[config.mk]
export PLATFORM = sky130hd
export DESIGN_NAME = ctrl_fsm
export DESIGN_NICKNAME = d
export VERILOG_FILES = /design/src/rtl/ctrl_fsm_pkg.sv /design/src/rtl/ctrl_fsm_opcode_decode.sv /design/src/rtl/ctrl_fsm.sv
export SDC_FILE = /design/constraint.sdc
export NUM_CORES = 1
export LEC_CHECK = 0
export BUFFER_PORTS_ARGS = -buffer_cell sky130_fd_sc_hd__buf_4
export CORE_ASPECT_RATIO = 0.6
export CORE_MARGIN = 3
export CORE_UTILIZATION = 52
export CTS_BUF_LIST = sky130_fd_sc_hd__clkbuf_4 sky130_fd_sc_hd__clkbuf_8
export DETAILED_ROUTE_END_ITERATION = 12
export GPL_ROUTABILITY_DRIVEN = 0
export PLACE_DENSITY = 0.95
export SLEW_MARGIN = 20
export SYNTH_ARGS = -nofsm -noshare
export SYNTH_HDL_FRONTEND = slang
export SYNTH_SLANG_ARGS = --single-unit
export TNS_END_PERCENT = 1
[constraint.sdc]
create_clock -name clk -period 4 [get_ports clk]
set_input_delay 0.4 -clock clk [delete_from_list [all_inputs] [get_ports clk]]
set_output_delay 0.4 -clock clk [all_outputs]
set_load 0.01 [all_outputs]
[src/rtl/ctrl_fsm_pkg.sv]
// Shared definitions for the control FSM and the ALU: opcodes, ALU select
// codes, FSM state encoding and the decoded-instruction record.
package ctrl_fsm_pkg;

    typedef enum logic [2:0] {
        S_IDLE   = 3'd0,
        S_DECODE = 3'd1,
        S_EXEC   = 3'd2,
        S_MEM    = 3'd3,
        S_WB     = 3'd4,
        S_HALT   = 3'd5
    } state_t;

    localparam logic [5:0] OP_ADD   = 6'h01;
    localparam logic [5:0] OP_SUB   = 6'h02;
    localparam logic [5:0] OP_NOT   = 6'h03;
    localparam logic [5:0] OP_AND   = 6'h04;
    localparam logic [5:0] OP_OR    = 6'h05;
    localparam logic [5:0] OP_SLL   = 6'h06;
    localparam logic [5:0] OP_SRL   = 6'h07;
    localparam logic [5:0] OP_LOADI = 6'h08;
    localparam logic [5:0] OP_SLT   = 6'h09;
    localparam logic [5:0] OP_BEQ   = 6'h0A;
    localparam logic [5:0] OP_BNE   = 6'h0B;
    localparam logic [5:0] OP_LW    = 6'h0C;
    localparam logic [5:0] OP_SW    = 6'h0D;
    localparam logic [5:0] OP_JMP   = 6'h0E;
    localparam logic [5:0] OP_HALT  = 6'h3F;

    localparam logic [3:0] ALU_NOP   = 4'b0000;
    localparam logic [3:0] ALU_ADD   = 4'b0001;
    localparam logic [3:0] ALU_SUB   = 4'b0010;
    localparam logic [3:0] ALU_NOT   = 4'b0011;
    localparam logic [3:0] ALU_AND   = 4'b0100;
    localparam logic [3:0] ALU_OR    = 4'b0101;
    localparam logic [3:0] ALU_SLL   = 4'b0110;
    localparam logic [3:0] ALU_SRL   = 4'b0111;
    localparam logic [3:0] ALU_LOADI = 4'b1000;
    localparam logic [3:0] ALU_SLT   = 4'b1001;
    localparam logic [3:0] ALU_BEQ   = 4'b1010;
    localparam logic [3:0] ALU_BNE   = 4'b1011;

    // Instruction class decides the path taken after DECODE.
    typedef enum logic [2:0] {
        CL_ALU,
        CL_BRANCH,
        CL_JMP,
        CL_LOAD,
        CL_STORE,
        CL_HALT,
        CL_ILLEGAL
    } op_class_t;

    typedef struct packed {
        logic [3:0] alu_sel;
        logic       alu_src_imm;
        op_class_t  op_class;
        logic       illegal;
    } decode_t;

    function automatic logic [5:0] opcode_of(input logic [31:0] word);
        return word[31:26];
    endfunction

endpackage

[src/rtl/ctrl_fsm_opcode_decode.sv]
// Combinational opcode decoder: ALU select, immediate-operand flag,
// instruction class and illegal-opcode flag.
module opcode_decode
    import ctrl_fsm_pkg::*;
(
    input  logic [5:0] opcode,
    output decode_t    dec
);

    // NOTE: every output gets a default before the case so no path leaves it unassigned (no latch).
    always_comb begin
        dec.alu_sel     = ALU_NOP;
        dec.alu_src_imm = 1'b0;
        dec.op_class    = CL_ILLEGAL;
        dec.illegal     = 1'b0;
        case (opcode)
            OP_ADD:   begin dec.alu_sel = ALU_ADD;   dec.op_class = CL_ALU; end
            OP_SUB:   begin dec.alu_sel = ALU_SUB;   dec.op_class = CL_ALU; end
            OP_NOT:   begin dec.alu_sel = ALU_NOT;   dec.op_class = CL_ALU; end
            OP_AND:   begin dec.alu_sel = ALU_AND;   dec.op_class = CL_ALU; end
            OP_OR:    begin dec.alu_sel = ALU_OR;    dec.op_class = CL_ALU; end
            OP_SLL:   begin dec.alu_sel = ALU_SLL;   dec.op_class = CL_ALU; end
            OP_SRL:   begin dec.alu_sel = ALU_SRL;   dec.op_class = CL_ALU; end
            OP_LOADI: begin
                dec.alu_sel     = ALU_LOADI;
                dec.alu_src_imm = 1'b1;
                dec.op_class    = CL_ALU;
            end
            OP_SLT:   begin dec.alu_sel = ALU_SLT;   dec.op_class = CL_ALU; end
            OP_BEQ:   begin dec.alu_sel = ALU_BEQ;   dec.op_class = CL_BRANCH; end
            OP_BNE:   begin dec.alu_sel = ALU_BNE;   dec.op_class = CL_BRANCH; end
            OP_LW:    begin
                dec.alu_sel     = ALU_ADD;
                dec.alu_src_imm = 1'b1;
                dec.op_class    = CL_LOAD;
            end
            OP_SW:    begin
                dec.alu_sel     = ALU_ADD;
                dec.alu_src_imm = 1'b1;
                dec.op_class    = CL_STORE;
            end
            OP_JMP:   dec.op_class = CL_JMP;
            OP_HALT:  dec.op_class = CL_HALT;
            default:  dec.illegal  = 1'b1;
        endcase
    end

endmodule

[src/rtl/ctrl_fsm.sv]
// Multi-cycle instruction control FSM: IDLE -> DECODE -> EXEC -> (MEM) -> (WB),
// with memory timeout, illegal-opcode trap and a sticky HALT state.
module ctrl_fsm
    import ctrl_fsm_pkg::*;
#(
    parameter int MEM_TIMEOUT = 16
) (
    input  logic        clk,
    input  logic        rst_n,
    input  logic        instr_valid,
    output logic        instr_ready,
    input  logic [31:0] instr,
    output logic [3:0]  alu_sel,
    output logic        alu_src_imm,
    input  logic        alu_branch,
    output logic        reg_we,
    output logic        mem_req,
    output logic        mem_we,
    input  logic        mem_ack,
    output logic        pc_inc,
    output logic        pc_load,
    output logic        halted,
    output logic        err
);

    localparam int CNT_W = $clog2(MEM_TIMEOUT + 1);

    state_t           state;
    state_t           next_state;
    logic [5:0]       opcode_q;
    logic [CNT_W-1:0] wait_cnt;
    logic             last_wait;
    decode_t          dec;

    // Operand fields belong to the datapath; only the opcode is consumed here.
    logic unused_operand_bits;
    assign unused_operand_bits = ^instr[25:0];

    opcode_decode u_decode (
        .opcode (opcode_q),
        .dec    (dec)
    );

    // Final MEM cycle before timeout; an ack in this same cycle still wins.
    assign last_wait = (wait_cnt == CNT_W'(MEM_TIMEOUT - 1));

    // NOTE: sequential state uses non-blocking assignments so all registers update together at the edge.
    always_ff @(posedge clk or negedge rst_n) begin
        if (!rst_n) begin
            state       <= S_IDLE;
            opcode_q    <= '0;
            alu_sel     <= ALU_NOP;
            alu_src_imm <= 1'b0;
            wait_cnt    <= '0;
        end else begin
            state <= next_state;
            if (state == S_IDLE && instr_valid) begin
                opcode_q <= opcode_of(instr);
            end
            if (state == S_DECODE) begin
                alu_sel     <= dec.alu_sel;
                alu_src_imm <= dec.alu_src_imm;
            end
            wait_cnt <= (state == S_MEM && next_state == S_MEM) ? wait_cnt + CNT_W'(1) : '0;
        end
    end

    always_comb begin
        next_state = state;
        case (state)
            S_IDLE:   if (instr_valid) next_state = S_DECODE;
            S_DECODE: next_state = dec.illegal ? S_IDLE : S_EXEC;
            S_EXEC: begin
                case (dec.op_class)
                    CL_ALU:             next_state = S_WB;
                    CL_LOAD, CL_STORE:  next_state = S_MEM;
                    CL_HALT:            next_state = S_HALT;
                    default:            next_state = S_IDLE;
                endcase
            end
            S_MEM: begin
                if (mem_ack) begin
                    next_state = (dec.op_class == CL_LOAD) ? S_WB : S_IDLE;
                end else if (last_wait) begin
                    next_state = S_IDLE;
                end
            end
            S_WB:     next_state = S_IDLE;
            S_HALT:   next_state = S_HALT;
            default:  next_state = S_IDLE;
        endcase
    end

    always_comb begin
        instr_ready = 1'b0;
        reg_we      = 1'b0;
        mem_req     = 1'b0;
        mem_we      = 1'b0;
        pc_inc      = 1'b0;
        pc_load     = 1'b0;
        halted      = 1'b0;
        err         = 1'b0;
        case (state)
            S_IDLE:   instr_ready = 1'b1;
            S_DECODE: begin
                err    = dec.illegal;
                pc_inc = dec.illegal;
            end
            S_EXEC: begin
                if (dec.op_class == CL_BRANCH) begin
                    pc_load = alu_branch;
                    pc_inc  = !alu_branch;
                end else if (dec.op_class == CL_JMP) begin
                    pc_load = 1'b1;
                end
            end
            S_MEM: begin
                mem_req = 1'b1;
                mem_we  = (dec.op_class == CL_STORE);
                if (mem_ack) begin
                    pc_inc = (dec.op_class == CL_STORE);
                end else if (last_wait) begin
                    err    = 1'b1;
                    pc_inc = 1'b1;
                end
            end
            S_WB: begin
                reg_we = 1'b1;
                pc_inc = 1'b1;
            end
            S_HALT:   halted = 1'b1;
            default:  ;
        endcase
    end

endmodule
==> impl_metrics.json <==
{
  "top_layer_used": "met4",
  "grt_overflow": 0,
  "tns_ps": 0,
  "wl_um": 2353,
  "avgSynthCellArea_um2": 10.07,
  "crit_fanout": 10,
  "synth-edff-count": 0,
  "synth_flop_cell": "dfrtp_1",
  "track_usage_pct": 18.43,
  "drive_gt1_share_pct": 30.08,
  "setup_slack_ps": 1603,
  "insertion_delay_ps": 290,
  "num-fill-cells": 161,
  "yosysWarnings": 0,
  "synth.top_cell.area_share_pct": 42.18,
  "grt_pass1_wl_um": 3891,
  "synth.top_cells.by_area": "dfrtp_1 42%, mux2_2 4.0%, nand2_1 3.7%, nor2_1 3.3%, and2_1 2.2%",
  "cp.required_ps": 3600,
  "synthTopCellsByCount": "19 x dfrtp_1, 11 x nand2_1, 10 x nor2_1",
  "crit_chain": "nor4_4 -> and4b_4 -> a221oi_2 -> o221ai_1 -> buf_4",
  "drcViolationCount": 0,
  "fin_crit_ps": 2397,
  "htreeDepth": 1,
  "yosysMostFrequentCell": "dfrtp_1",
  "root_buffer": "clkbuf_4",
  "crit_path_start_kind": "flop",
  "cp.arrival_ps": 2000,
  "core_area_um2": 1952,
  "fin_worst_skew_ps": 5.683,
  "tightest_slew_ps": 434.8,
  "max_freq_mhz": 417.2,
  "wl_met1_um": 1078,
  "vias_per_cell": 5.851,
  "nNetsFinal": 173,
  "wl_met2_um": 1103,
  "hp-class": "in2reg",
  "die_w_um": 66.11,
  "powerDensity_nw_per_um2": 626.7,
  "vias": 942,
  "wl_per_cell_um": 14.61,
  "pre_cts_ws_ps": 1936,
  "maxSlewHeadroom_pct": 71.02,
  "vdd_drop_max_v": 0.0003032,
  "synth_area_um2": 1127,
  "cts_buffer_depth": 2,
  "slowest_stage": "dfrtp_1",
  "synth_cell_types": 43,
  "grt_max_degree": 20,
  "yosys.area.top_type": "dfrtp_1",
  "num_rows": 12,
  "drt_iter0_drc": 90,
  "min_period_over_period_pct": 59.92,
  "dieHeight_um": 42.07,
  "first_global_vias": 837,
  "wl_met3_um": 155,
  "syn_to_final_growth_pct": 17.09,
  "regArea_um2": 475.5,
  "cts_tree": "done",
  "async_flop_share_pct": 100.0,
  "netlist_instances": 112,
  "final-setup-viol-count": 0,
  "start_util_pct": 57.76,
  "drtAntennaViolNets": 0,
  "status": "finished, final reports clean",
  "clk_pin_slew_ps": 100,
  "hold_viol_final": 0,
  "cp-end-kind": "output port",
  "cts.sinks": 19,
  "slew_viol_final": 0,
  "cp_slowest_stage_delay_ps": 530,
  "path_buf_inv": 1,
  "die-area_um2": 2781,
  "synth_seq_cells": 19,
  "ios": 50,
  "ys_seq_area_share_pct": 42.18,
  "multiInputGateArea_um2": 581.8,
  "synthesis.nets": 151,
  "p_leak_nw": 0.5744,
  "cts_made_buffers": 3,
  "drv_cap": 0,
  "rsz0062_at_grt": "false",
  "dr.pass1.iters": 4,
  "critPathTopFamily": "simple AND/OR/NAND/NOR gates",
  "antenna_found_initial": 0,
  "crit_type": "reg2out",
  "numPortBuffers": 23,
  "dp_hpwl_um": 1800,
  "cts_setup_buffers": 0,
  "diodes": 0
}
[metal layers]
layer / global-route usage [%] / up-vias
li1: - / 455
met5: 0 / -
met2: 28.01 / 31
met4: 5.263 / 0
met1: 25.21 / 454
met3: 5.630 / 2
[through the flow]
step	instances	hold WS, ps	instance area [um^2]	total power, W	util, %
floorplan	112	104.4	1127	0.0006303	-
global placement	156	279.5	1280	0.0007074	65.58
detailed placement	156	286.6	1280	0.0007273	65.58
CTS	161	288.6	1320	0.0008335	67.63
global route	161	282.9	1320	0.0008989	67.63
finish	161	297.9	1320	0.0008273	67.63
[cells in the final DEF (no fill, tap or decap), types with 2 or more instances in the layout]
master and n:
buf_4 23, dfrtp_1 19, nand2_1 11, nor2_1 10
nand3_1 5, o21ai_0 5, inv_1 4, and2_1 4
mux2_2 4, clkbuf_4 4, o31ai_1 3, and3_1 2
nand2b_1 2, nor3b_1 2, or3_4 2, a21o_1 2
nand4b_1 2, o22ai_1 2, o41ai_1 2, ha_1 2
[where the power goes]
part           switching (W)  internal, W  total (W)
registers           0.000111     0.000251   0.000362
logic               0.000190     0.000173   0.000363
clock network      0.0000568    0.0000456   0.000102
[layout make-up]
cell class              instances  share of cell area (%)
clock buffers                   4                   2.275
inverters                       4                   1.137
multi-input cells              82                   44.08
flip-flops and latches         19                   36.02
well taps                      28                   2.654
repair buffers                 24                   13.84
[state kept, by name, indices dropped and copies added (netlist names)]
signal       flops
alu_src_imm      1
alu_sel          4
wait_cnt         5
state            3
opcode_q         6
[cell families after synthesis]
family	Yosys count	share of synthesized area (%)
buffers and inverters	11	6.215
AND/OR/NAND/NOR	49	26.08
AO/OA/AOI/OAI	25	17.76
flip-flops	19	42.18
adder cells (fa/ha/maj)	2	2.219
multiplexers	4	3.995
XOR/XNOR	2	1.554
[path summary, 6_finish.rpt]
| check | startpoint | end | slack (ps) | depth (start not counted) |
|---|---|---|---|---|
| max | opcode_q[0]$_DFFE_PN0P_ | pc_inc | 1600 | 5 |
| min | instr[27] | opcode_q[1]$_DFFE_PN0P_ | 300 | 3 |
| max reg2reg | wait_cnt[0]$_DFF_PN0_ | state[0]$_DFF_PN0_ | 2090 | 6 |
| min reg2reg | wait_cnt[0]$_DFF_PN0_ | wait_cnt[0]$_DFF_PN0_ | 470 | 1 |
| max in group asynchronous | rst_n | alu_sel[1]$_DFFE_PN0N_ | 3280 | 2 |
| min in group asynchronous | rst_n | opcode_q[3]$_DFFE_PN0P_ | 510 | 2 |
[worst min-delay path: cells and delay by family]
kind / cells / cell delay, ps
buf+inv: 1 / 80
simple gates: 1 / 30
compound gates: 1 / 50
[repair_timing]
item	in CTS	in global routing
endpoints found under the hold margin	19	0
resized for setup	0	0
hold buffers	1	0
Note: power is estimated with default switching activity, not from simulation.
